$ cat src/rtl/uart_rx.sv
// 8N1 serial receiver: 2-flop synchroniser, centre-sampling FSM, valid/ready byte output.
// Define UART_RX_PARITY_EN to receive 8E1 frames with an even-parity check.
module uart_rx #(
  parameter int CLK_FREQ_HZ = 12_000_000,
  parameter int BAUD        = 115200
) (
  input  logic       clk,
  input  logic       reset,
  input  logic       ftdi_rx,
  output logic [7:0] rx_data,
  output logic       rx_valid,
  input  logic       rx_ready,
  output logic       frame_err,
  output logic       overrun
);

  localparam int CLKS_PER_BIT = CLK_FREQ_HZ / BAUD;
  localparam int CW           = $clog2(CLKS_PER_BIT);
  localparam logic [CW-1:0] CNT_LAST = CW'(CLKS_PER_BIT - 1);
  localparam logic [CW-1:0] CNT_HALF = CW'(CLKS_PER_BIT / 2 - 1);

  typedef enum logic [2:0] {
    IDLE,
    START,
    DATA,
`ifdef UART_RX_PARITY_EN
    PARITY,
`endif
    STOP,
    BREAK
  } state_t;

  state_t        state, state_n;
  logic          sync_0, sync_1;
  logic [CW-1:0] cnt, cnt_n;
  logic [2:0]    bit_idx, bit_idx_n;
  logic [7:0]    shift, shift_n;
  logic          byte_done;
  logic          frame_bad;
`ifdef UART_RX_PARITY_EN
  logic          par_err, par_err_n;
`endif

  always_comb begin
    state_n   = state;
    cnt_n     = cnt + CW'(1);
    bit_idx_n = bit_idx;
    shift_n   = shift;
    byte_done = 1'b0;
    frame_bad = 1'b0;
`ifdef UART_RX_PARITY_EN
    par_err_n = par_err;
`endif
    case (state)
      IDLE: begin
        cnt_n = '0;
        if (!sync_1) state_n = START;
      end
      START: begin
        if (cnt == CNT_HALF) begin
          cnt_n = '0;
          if (!sync_1) begin
            state_n   = DATA;
            bit_idx_n = 3'd0;
          end else begin
            state_n = IDLE;
          end
        end
      end
      DATA: begin
        if (cnt == CNT_LAST) begin
          cnt_n     = '0;
          shift_n   = {sync_1, shift[7:1]};
          bit_idx_n = bit_idx + 3'd1;
          if (bit_idx == 3'd7) begin
`ifdef UART_RX_PARITY_EN
            state_n = PARITY;
`else
            state_n = STOP;
`endif
          end
        end
      end
`ifdef UART_RX_PARITY_EN
      PARITY: begin
        if (cnt == CNT_LAST) begin
          cnt_n     = '0;
          par_err_n = ^{shift, sync_1};
          state_n   = STOP;
        end
      end
`endif
      STOP: begin
        if (cnt == CNT_LAST) begin
          cnt_n = '0;
`ifdef UART_RX_PARITY_EN
          frame_bad = !sync_1 || par_err;
`else
          frame_bad = !sync_1;
`endif
          byte_done = !frame_bad;
          // a low stop bit means the line may be held in break; wait for it to release
          state_n   = sync_1 ? IDLE : BREAK;
        end
      end
      BREAK: begin
        cnt_n = '0;
        if (sync_1) state_n = IDLE;
      end
      default: begin
        cnt_n   = '0;
        state_n = IDLE;
      end
    endcase
  end

  always_ff @(posedge clk) begin
    if (reset) begin
      sync_0    <= 1'b1;
      sync_1    <= 1'b1;
      state     <= IDLE;
      cnt       <= '0;
      bit_idx   <= 3'd0;
      shift     <= 8'h00;
      rx_data   <= 8'h00;
      rx_valid  <= 1'b0;
      frame_err <= 1'b0;
      overrun   <= 1'b0;
`ifdef UART_RX_PARITY_EN
      par_err   <= 1'b0;
`endif
    end else begin
      sync_0    <= ftdi_rx;
      sync_1    <= sync_0;
      state     <= state_n;
      cnt       <= cnt_n;
      bit_idx   <= bit_idx_n;
      shift     <= shift_n;
      frame_err <= frame_bad;
      overrun   <= byte_done && rx_valid && !rx_ready;
`ifdef UART_RX_PARITY_EN
      par_err   <= par_err_n;
`endif
      // an accept in the completion cycle frees the slot, so the new byte is kept
      if (byte_done && (!rx_valid || rx_ready)) begin
        rx_data  <= shift;
        rx_valid <= 1'b1;
      end else if (rx_valid && rx_ready) begin
        rx_valid <= 1'b0;
      end
    end
  end

endmodule

$ cat config.mk
export PLATFORM = sky130hd
export DESIGN_NAME = uart_rx
export DESIGN_NICKNAME = d
export VERILOG_FILES = /design/src/rtl/uart_rx.sv
export SDC_FILE = /design/constraint.sdc
export NUM_CORES = 1
export LEC_CHECK = 0
export CAP_MARGIN = 25
export CORE_MARGIN = 2
export CORE_UTILIZATION = 50
export DETAILED_ROUTE_END_ITERATION = 8
export PLACE_DENSITY = 0.7
export SLEW_MARGIN = 20
export SYNTH_ARGS = -nofsm -noshare
export SYNTH_HDL_FRONTEND = slang
export SYNTH_SLANG_ARGS = --single-unit
export TNS_END_PERCENT = 30
$ cat constraint.sdc
create_clock -name clk -period 2.2 [get_ports clk]
set_input_delay 0.55 -clock clk [delete_from_list [all_inputs] [get_ports clk]]
set_output_delay 0.55 -clock clk [all_outputs]
set_load 0.02 [all_outputs]
==> results of run 1 <==
## final timing paths
path | end | slack (ns) | cells past startpoint
setup / recovery | rx_data[2] | 0.37 | 1
hold / removal | sync_1 | 0.42 | 1
setup reg to reg | rx_data[6] | 0.41 | 5
hold reg to reg | sync_1 | 0.42 | 1
## cell type report
type	count	share of cell area [%]
Clock buffer	6	3.015
Clock inverter	1	1.765
Inverter	3	0.6618
Multi-Input combinational cell	100	43.16
Sequential cell	34	40.00
Tap cell	31	2.279
Timing Repair Buffer	16	9.118
## layer usage
metal,vias to the layer above,GRT usage [%],wire length [um]
li1,533,-,-
met1,480,22.00,1142
met2,17,26.95,1159
met3,5,6.696,105
met4,0,7.973,51
met5,-,0,0
## state kept, by name, summed over array words and instances (netlist names)
signal and cells:
cnt 7, frame_err 1, bit_idx 3, sync_1 1, shift 8, state 3, sync_0 1, rx_valid 1
rx_data 8, overrun 1
## kinds of logic (layout without fill, tap and decap cells)
group	Yosys count	after routing
AND/OR/NAND/NOR	59	59
flip-flops	34	34
AO/OA/AOI/OAI	19	19
multiplexers	15	15
buffers and inverters	10	26
XOR/XNOR	4	4
adder cells (fa/ha/maj)	3	3
## power by group through the flow
stage	sequential (mW)	clock (mW)	combinational, mW
finish	0.623	0.457	0.0282
global route	0.624	0.505	0.0314
CTS	0.623	0.473	0.0284
detailed placement	0.637	0	0.0284
global placement	0.637	0	0.0279
floorplan	0.635	0	0.0208
## layout by cell type, fill, tap and decap left out, types with 3 or more instances in the layout
cell             count
dfxtp_1             34
nand2b_1            21
mux2i_1             15
clkdlybuf4s50_1     14
nor2_1              10
o21ai_0              6
nand2_1              5
clkbuf_4             5
nand3b_1             4
a21oi_1              4
nand3_1              3
xor2_1               3
ha_1                 3
==> summary.txt, run 1 <==
Outcome -> completed
Logic pwr share -> 2.5%
Syn_area_per_cell -> 10.18 um2
Max incr delay on CP -> 0.61 ns
Share of cells above drive strength 1 -> 10.63%
Clk buf depth -> 2
Endpoints failing setup -> 0
CTS tree -> built
Via density -> 5.419
Synth Area in Compound Gates -> 7.935%
Post-Synth Simple-Gate Area -> 26.96%
Commonest cells post-synth -> dfxtp_1 (34), nand2b_1 (21), mux2i_1 (15), nor2_1 (10), o21ai_0 (6)
Residual DRC -> 0
Buffers and inverters on the worst path -> 1
CP Cell Sequence -> clkdlybuf4s50_1
Worst-Skew Late Latency -> 0.33 ns
Final Hold Viols -> 0
Clock share of power -> 41.2%
Number of distinct library cells after synthesis -> 38
Max cap viols -> 0
Die ar. -> 3382 um2
Clk root buf -> clkbuf_4
CTS Buf Count -> 5
Ys flop type -> dfxtp_1
Top-count cell post-synth -> dfxtp_1
WS Path Type -> reg -> out
H-tree Lvls -> 2
Remaining Overflow, GRT -> 0
Maximum VDD drop -> 519.8 uV
DP Area -> 1620 um2
Initial DRC Count -> 11
Via count -> 1035
Std-Cell Rows -> 19
Setup_tns -> 0 ns
Synthesized Nets -> 151
Sequential Area -> 680.7 um2
Placed Cells -> 184
Io pins -> 15
Crit path capture type -> output port
Worst Setup Slack post-DPL -> 0.4189 ns
Initial antenna violation count -> 0
First-pass GRT wire length -> 4.395 mm
Mux cell area share after synthesis -> 10.24%
NetSw -> 0.2091 mW
GPL Wtd Cong -> 0.7414
Critical path fanouts, max -> 2
Final worst-path setup slack -> 0.3650 ns
Number of synthesis warnings -> 0
Final core occ -> 61.18%
Global Route Usage Sum -> 17.59%
Final Total Pwr -> 1.108 mW
Sw frac -> 18.88%
Critical path launch point -> rx_data[2]
R2r startpoint -> cnt[0]
Vias in the first global route -> 1014
Layout net count -> 167
Port Buffers -> 14
CP startpoint kind -> flip-flop
Fmax achieved -> 0.5450 GHz
Total wire length -> 2.459 mm
Pre-antenna DRT Iters -> 4
Fin crit share -> 83.41%
Slew Limit Headroom -> 69.33%
Fillcell total -> 245
Cell Int Power -> 0.8985 mW
Worst Max-Slew Pin Slew -> 0.4570 ns
DP HPWL -> 1.789 mm
Postcts setup bufs -> 0
Area Overhead vs Synth -> 16.04%
Crit path DAT -> 1.28 ns
Fin Hold WS -> 0.4198 ns
Xor-xnor portion of the synthesized cell area -> 2.389%
Hold Crit Class -> reg -> reg
Hold path startpoint -> sync_0
Largest family of logic cells by synthesized area -> simple AND/OR/NAND/NOR gates
Hold buffers post-CTS -> 0
Die height -> 58.16 um
Core area -> 2781 um2
Starting Density -> 52.72%
Number of diodes -> 0
Yosys top cell area share -> 46.42%
Sink Count -> 34
Required time of the critical path -> 1.65 ns
PD cells -> 650.9 nW/um2
Synthesized instance count -> 144
Combined area of the multi-input logic cells -> 734.5 um2
Final Cell Area -> 1702 um2
Final Critical Period -> 1.835 ns
Slew Viols, Final -> 0
Slowest cell on crit path -> clkdlybuf4s50_1
Largest net degree at the start of global routing -> 27
Post-synth EDFFs -> 0
Flops & latches, synth -> 34
RSZ-0062 raised after global routing -> no
Clock Pin Slew Worst Setup and Hold Paths -> 0.09 ns
Sequential element share of the synthesized area -> 46.42%
Post-synth ARST share -> 0%
Largest area contributor in the netlist -> dfxtp_1
Cell family with most CP delay -> buffers and inverters
Post-CTS Resized -> 0
Antenna Violating Nets Remaining -> 0
Largest cells by area after synthesis -> dfxtp_1 (46%), mux2i_1 (10%), nand2b_1 (9.0%)
Synth Cell Area -> 1466 um2
Clock skew -> 0.009880 ns
Chip width -> 58.16 um
Non-Filler Instances -> 191
Sequential power share -> 56.2%
Adder-cell area share of the yosys netlist -> 2.560%
DR WL/cell -> 12.87 um
LEAKAGE -> 0.6345 nW
No activity file was read; power rests on OpenSTA's default activity.
==> run 2: changes to the inputs <==
--- a/config.mk
+++ b/config.mk
@@ -7,9 +7,9 @@
 export LEC_CHECK = 0
 export CAP_MARGIN = 25
 export CORE_MARGIN = 2
-export CORE_UTILIZATION = 50
+export CORE_UTILIZATION = 49
 export DETAILED_ROUTE_END_ITERATION = 8
-export PLACE_DENSITY = 0.7
+export PLACE_DENSITY = 0.71
 export SLEW_MARGIN = 20
 export SYNTH_ARGS = -nofsm -noshare
 export SYNTH_HDL_FRONTEND = slang
==> constraint.sdc (replaced) <==
create_clock -name clk -period 1.68 [get_ports clk]
set_input_delay 0.42 -clock clk [delete_from_list [all_inputs] [get_ports clk]]
set_output_delay 0.42 -clock clk [all_outputs]
set_load 0.02 [all_outputs]
==> summary.txt, run 2 (synthesized netlist as in run 1, its figures left out) <==
Hold Crit Class -> reg -> reg
DP HPWL -> 1.831 mm (+2.4%)
Sink Count -> 34 (unchanged)
Worst-Skew Late Latency -> 0.34 ns (about the same)
Max cap viols -> 0 (unchanged)
R2r startpoint -> cnt[0]
Remaining Overflow, GRT -> 0 (unchanged)
LEAKAGE -> 0.7232 nW (+14%)
Most frequent cells in the layout -> dfxtp_1 (31), nand2b_1 (21), mux2i_1 (15)
CTS tree -> built
Clk root buf -> clkbuf_4
R2r worst-path depth -> 5 (unchanged)
Final Cell Area -> 1770 um2 (+4.0%)
Fmax achieved -> 0.6446 GHz
Worst Max-Slew Pin Slew -> 0.3366 ns (-0.1204 ns)
Fin crit share -> 92.34%
CTS Buf Count -> 5 (unchanged)
Area Overhead vs Synth -> 20.73%
Failing checks -> DRC
Final worst-path setup slack -> 0.1287 ns (-0.2363 ns)
Core area -> 2805 um2 (+0.85%)
Worst Setup Slack post-DPL -> 0.03059 ns (-0.3883 ns)
Residual DRC -> 2 (+2)
Clock skew -> 0.009542 ns (-0.0003382 ns)
Sequential Area -> 684.4 um2 (+0.55%)
DP Area -> 1685 um2 (+4.0%)
First-pass GRT wire length -> 4.657 mm (+6.0%)
Fin Hold WS -> 0.4226 ns (+0.002768 ns)
Required time of the critical path -> 1.90 ns (+0.25 ns)
Flop2flop setup slack -> 0.13 ns (-0.28 ns)
Slew Limit Headroom -> 77.53% (+8.2 points)
Share of cells above drive strength 1 -> 17.37% (+6.7 points)
Biggest regs -> rx_data: 8 flops, shift: 8 flops, cnt: 7 flops
Layout net count -> 174 (+4.2%)
Outcome -> finished, violations left
Combined area of the multi-input logic cells -> 748.2 um2 (+1.9%)
Global Route Usage Sum -> 18.19% (+0.59 points)
Crit path DAT -> 1.77 ns (+0.49 ns)
Chip width -> 58.71 um (+0.95%)
Hold buffers post-CTS -> 0 (unchanged)
Final core occ -> 63.11% (+1.9 points)
Critical path fanouts, max -> 6 (+4)
GPL Wtd Cong -> 0.7870 (+6.2%)
Total wire length -> 2.580 mm (+4.9%)
Critical path launch point -> cnt[0]
Via density -> 5.419 (about the same)
Pre-antenna DRT Iters -> 6 (+2)
Io pins -> 15 (unchanged)
Setup_tns -> 0 ns (unchanged)
Largest net degree at the start of global routing -> 28 (+3.7%)
PD cells -> 827.3 nW/um2 (+27%)
Initial antenna violation count -> 0 (unchanged)
Fillcell total -> 252 (+2.9%)
Final Critical Period -> 1.551 ns
Most common cell after layout, fill and taps aside -> dfxtp_1
CP Capture Point -> bit_idx[2]
Number of diodes -> 0 (unchanged)
Crit path capture type -> flip-flop
Maximum VDD drop -> 582.0 uV (+12%)
Final Hold Viols -> 0 (unchanged)
Starting Density -> 52.27% (-0.45 points)
Std-Cell Rows -> 19 (unchanged)
Endpoints failing setup -> 0 (unchanged)
Die height -> 58.71 um (+0.95%)
Clk buf depth -> 2 (unchanged)
WS Path Type -> reg -> reg
Via count -> 1073 (+3.7%)
Clock Pin Slew Worst Setup and Hold Paths -> 0.09 ns (about the same)
Postcts setup bufs -> 0 (unchanged)
Slew Viols, Final -> 0 (unchanged)
DR WL/cell -> 13.03 um (+1.2%)
H-tree Lvls -> 2 (unchanged)
Port Buffers -> 14 (unchanged)
Antenna Violating Nets Remaining -> 0 (unchanged)
FF-to-FF End -> bit_idx[2]
Vias in the first global route -> 1103 (+8.8%)
Die ar. -> 3446 um2 (+1.9%)
CP startpoint kind -> flip-flop
Initial DRC Count -> 17 (+6)
RSZ-0062 raised after global routing -> no
run 2: cell count changes in the layout (fill, tap and decap cells not counted), sizes merged:
cell           change
clkdlybuf4s50     -11
buf                +7
dlygate4sd2       +11
run 2: where the power goes:
| part | switching [mW] | internal (mW) |
|---|---|---|
| sequential | 0.00254 | 0.810 |
| combinational | 0.0211 | 0.0246 |
| clock | 0.260 | 0.346 |
run 2: worst min-delay path by stage:
stage | depth (start not counted) | start | to
floorplan | 1 | sync_0 | sync_1
global placement | 1 | sync_0 | sync_1
detailed placement | 1 | sync_0 | sync_1
CTS | 1 | sync_0 | sync_1
global route | 1 | sync_0 | sync_1
finish | 1 | sync_0 | sync_1
run 2: final cells by class:
cell class,instances,area share (%)
Multi-Input combinational cell,100,42.26
Timing Repair Buffer,23,11.66
Inverter,3,0.6360
Clock buffer,6,2.898
Clock inverter,1,1.696
Sequential cell,34,38.66
Tap cell,31,2.191
run 2: per-layer routing:
layer  share of wire (%)  GRT usage (%)  up-vias  wire (um)
li1                    -              -      545          -
met1                  47          21.16      499       1218
met2                  45          29.05       22       1169
met3                 5.2          7.473        7        134
met4                 2.2          8.766        0         58
met5                   0              0        -          0
run 2: critical path, stage by stage, from the launching register on:
cell      delay, ns
dfxtp_2        0.37
ha_4           0.15
nand4b_4       0.16
or4b_1         0.55
o21ai_2        0.10
o21ai_0        0.11
run 2: stage by stage:
| step | power, mW | cells |
|---|---|---|
| 2_1_floorplan | 0.8587 | 144 |
| 3_3_place_gp | 0.8749 | 191 |
| 3_5_place_dp | 0.8760 | 191 |
| 4_1_cts | 1.487 | 198 |
| 5_1_grt | 1.521 | 198 |
| 6_report | 1.465 | 198 |
run 2: what timing repair did:
action | 4_1_cts | 5_1_grt
gates resized for setup | 11 | 6
endpoints found under the setup margin | 11 | 15
pin swaps | 0 | 2
==> run 3: changes to the inputs <==
--- a/config.mk
+++ b/config.mk
@@ -8,10 +8,10 @@
 export CAP_MARGIN = 25
 export CORE_MARGIN = 2
 export CORE_UTILIZATION = 49
+export CTS_BUF_LIST = sky130_fd_sc_hd__clkbuf_8 sky130_fd_sc_hd__clkbuf_16
 export DETAILED_ROUTE_END_ITERATION = 8
 export PLACE_DENSITY = 0.71
 export SLEW_MARGIN = 20
 export SYNTH_ARGS = -nofsm -noshare
 export SYNTH_HDL_FRONTEND = slang
 export SYNTH_SLANG_ARGS = --single-unit
-export TNS_END_PERCENT = 30
==> summary.txt, run 3 (synthesized netlist as in run 1, its figures left out) <==
Cell family with most CP delay -> buffers and inverters
Most common cell after layout, fill and taps aside -> dfxtp_1
Largest net degree at the start of global routing -> 28 (unchanged)
Hold Crit Class -> reg -> reg
Final Critical Period -> 1.645 ns (+0.09421 ns)
Required time of the critical path -> 1.26 ns (-0.64 ns)
Placed Cells -> 191 (unchanged)
RSZ-0062 raised after global routing -> no
CTS Buf Count -> 5 (unchanged)
Fin crit share -> 97.94% (+5.6 points)
Fmax achieved -> 0.6077 GHz (-5.7%)
Via density -> 5.490 (+1.3%)
Max cap viols -> 0 (unchanged)
Std-Cell Rows -> 19 (unchanged)
Crit path DAT -> 1.23 ns (-0.54 ns)
Die height -> 58.71 um (unchanged)
Worst-Skew Late Latency -> 0.28 ns (-0.06 ns)
Final Total Pwr -> 1.607 mW (+9.7%)
Clock Pin Slew Worst Setup and Hold Paths -> 0.06 ns (-0.03 ns)
Chip width -> 58.71 um (unchanged)
Number of diodes -> 0 (unchanged)
CP Cell Sequence -> clkdlybuf4s50_1
Slew Viols, Final -> 0 (unchanged)
Setup_tns -> 0 ns (unchanged)
Initial antenna violation count -> 0 (unchanged)
Crit path capture type -> output port
Via count -> 1087 (+1.3%)
Clk buf depth -> 2 (unchanged)
DP HPWL -> 1.831 mm (unchanged)
Total wire length -> 2.551 mm (-1.1%)
PD cells -> 884.1 nW/um2 (+6.9%)
Global Route Usage Sum -> 17.50% (-0.69 points)
Remaining Overflow, GRT -> 0 (unchanged)
Layout net count -> 174 (unchanged)
CP startpoint kind -> flip-flop
LEAKAGE -> 0.7013 nW (-3.0%)
Endpoints failing setup -> 0 (unchanged)
Post-CTS Resized -> 0 (-11)
Starting Density -> 52.27% (unchanged)
Clk root buf -> clkbuf_8
DR WL/cell -> 12.88 um (-1.1%)
Hold buffers post-CTS -> 0 (unchanged)
GPL Wtd Cong -> 0.7870 (unchanged)
Vias in the first global route -> 1099 (-0.36%)
Max incr delay on CP -> 0.61 ns (+0.06 ns)
Slew Limit Headroom -> 77.59% (about the same)
Worst Setup Slack post-DPL -> 0.03059 ns (unchanged)
First-pass GRT wire length -> 4.554 mm (-2.2%)
Postcts setup bufs -> 0 (unchanged)
Final Hold Viols -> 0 (unchanged)
Antenna Violating Nets Remaining -> 0 (unchanged)
Clock skew -> 0.005484 ns (-0.004058 ns)
Area Overhead vs Synth -> 23.98%
Die ar. -> 3446 um2 (unchanged)
Residual DRC -> 2 (unchanged)
Outcome -> finished, violations left
Non-Filler Instances -> 198 (unchanged)
CTS tree -> built
Worst Max-Slew Pin Slew -> 0.3356 ns (-0.001008 ns)
Slowest cell on crit path -> clkdlybuf4s50_1
Biggest regs -> rx_data: 8 flops, shift: 8 flops, cnt: 7 flops
Port Buffers -> 14 (unchanged)
Final worst-path setup slack -> 0.03453 ns (-0.09421 ns)
Maximum VDD drop -> 588.2 uV (+1.1%)
Buffers and inverters on the worst path -> 1 (+1)
Pre-antenna DRT Iters -> 6 (unchanged)
WS Path Type -> reg -> out
Core area -> 2805 um2 (unchanged)
Io pins -> 15 (unchanged)
Critical path fanouts, max -> 2 (-4)
Sink Count -> 34 (unchanged)
Initial DRC Count -> 30 (+13)
H-tree Lvls -> 2 (unchanged)
Most frequent cells in the layout -> dfxtp_1 (31), nand2b_1 (21), mux2i_1 (15)
Share of cells above drive strength 1 -> 17.37% (unchanged)
Failing checks -> DRC
[run 3: final timing paths]
check / end / depth (start not counted) / slack [ns] / start
max: rx_data[2] / 1 / 0.03 / rx_data[2]
max reg2reg: bit_idx[0] / 5 / 0.15 / cnt[0]
min reg2reg: sync_1 / 1 / 0.42 / sync_0
min: sync_1 / 1 / 0.42 / sync_0
[run 3: final cells by class]
type	count	area, um2
clock buffer	6	82.58
clock inverter	1	30.03
fill	241	987.2
inverter	3	11.26
multi-input combinational	100	748.2
sequential	34	684.4
tap	31	38.79
timing repair buffer	23	222.7
[run 3: metrics by stage]
stage	cell area (um2)	util (%)	hold slack (ns)
floorplan	1466	-	0.3895
global placement	1685	60.08	0.3920
detailed placement	1685	60.08	0.4073
CTS	1798	64.09	0.4220
global route	1818	64.81	0.4338
finish	1818	64.81	0.4156
[run 3: layer usage]
metal	GRT usage, %	vias to the layer above	share of wire (%)
li1	-	546	-
met1	20.89	512	48
met2	28.89	24	46
met3	4.176	5	4.2
met4	9.740	0	2.4
met5	0	-	0
[run 3: report_power, final]
| part | leakage (nW) | switching, mW | internal (mW) | total, mW |
|---|---|---|---|---|
| registers | 0.276 | 0.00254 | 0.811 | 0.813 |
| logic | 0.368 | 0.0212 | 0.0246 | 0.0458 |
| clock network | 0.0573 | 0.275 | 0.474 | 0.748 |
| total | 0.701 | 0.298 | 1.31 | 1.61 |
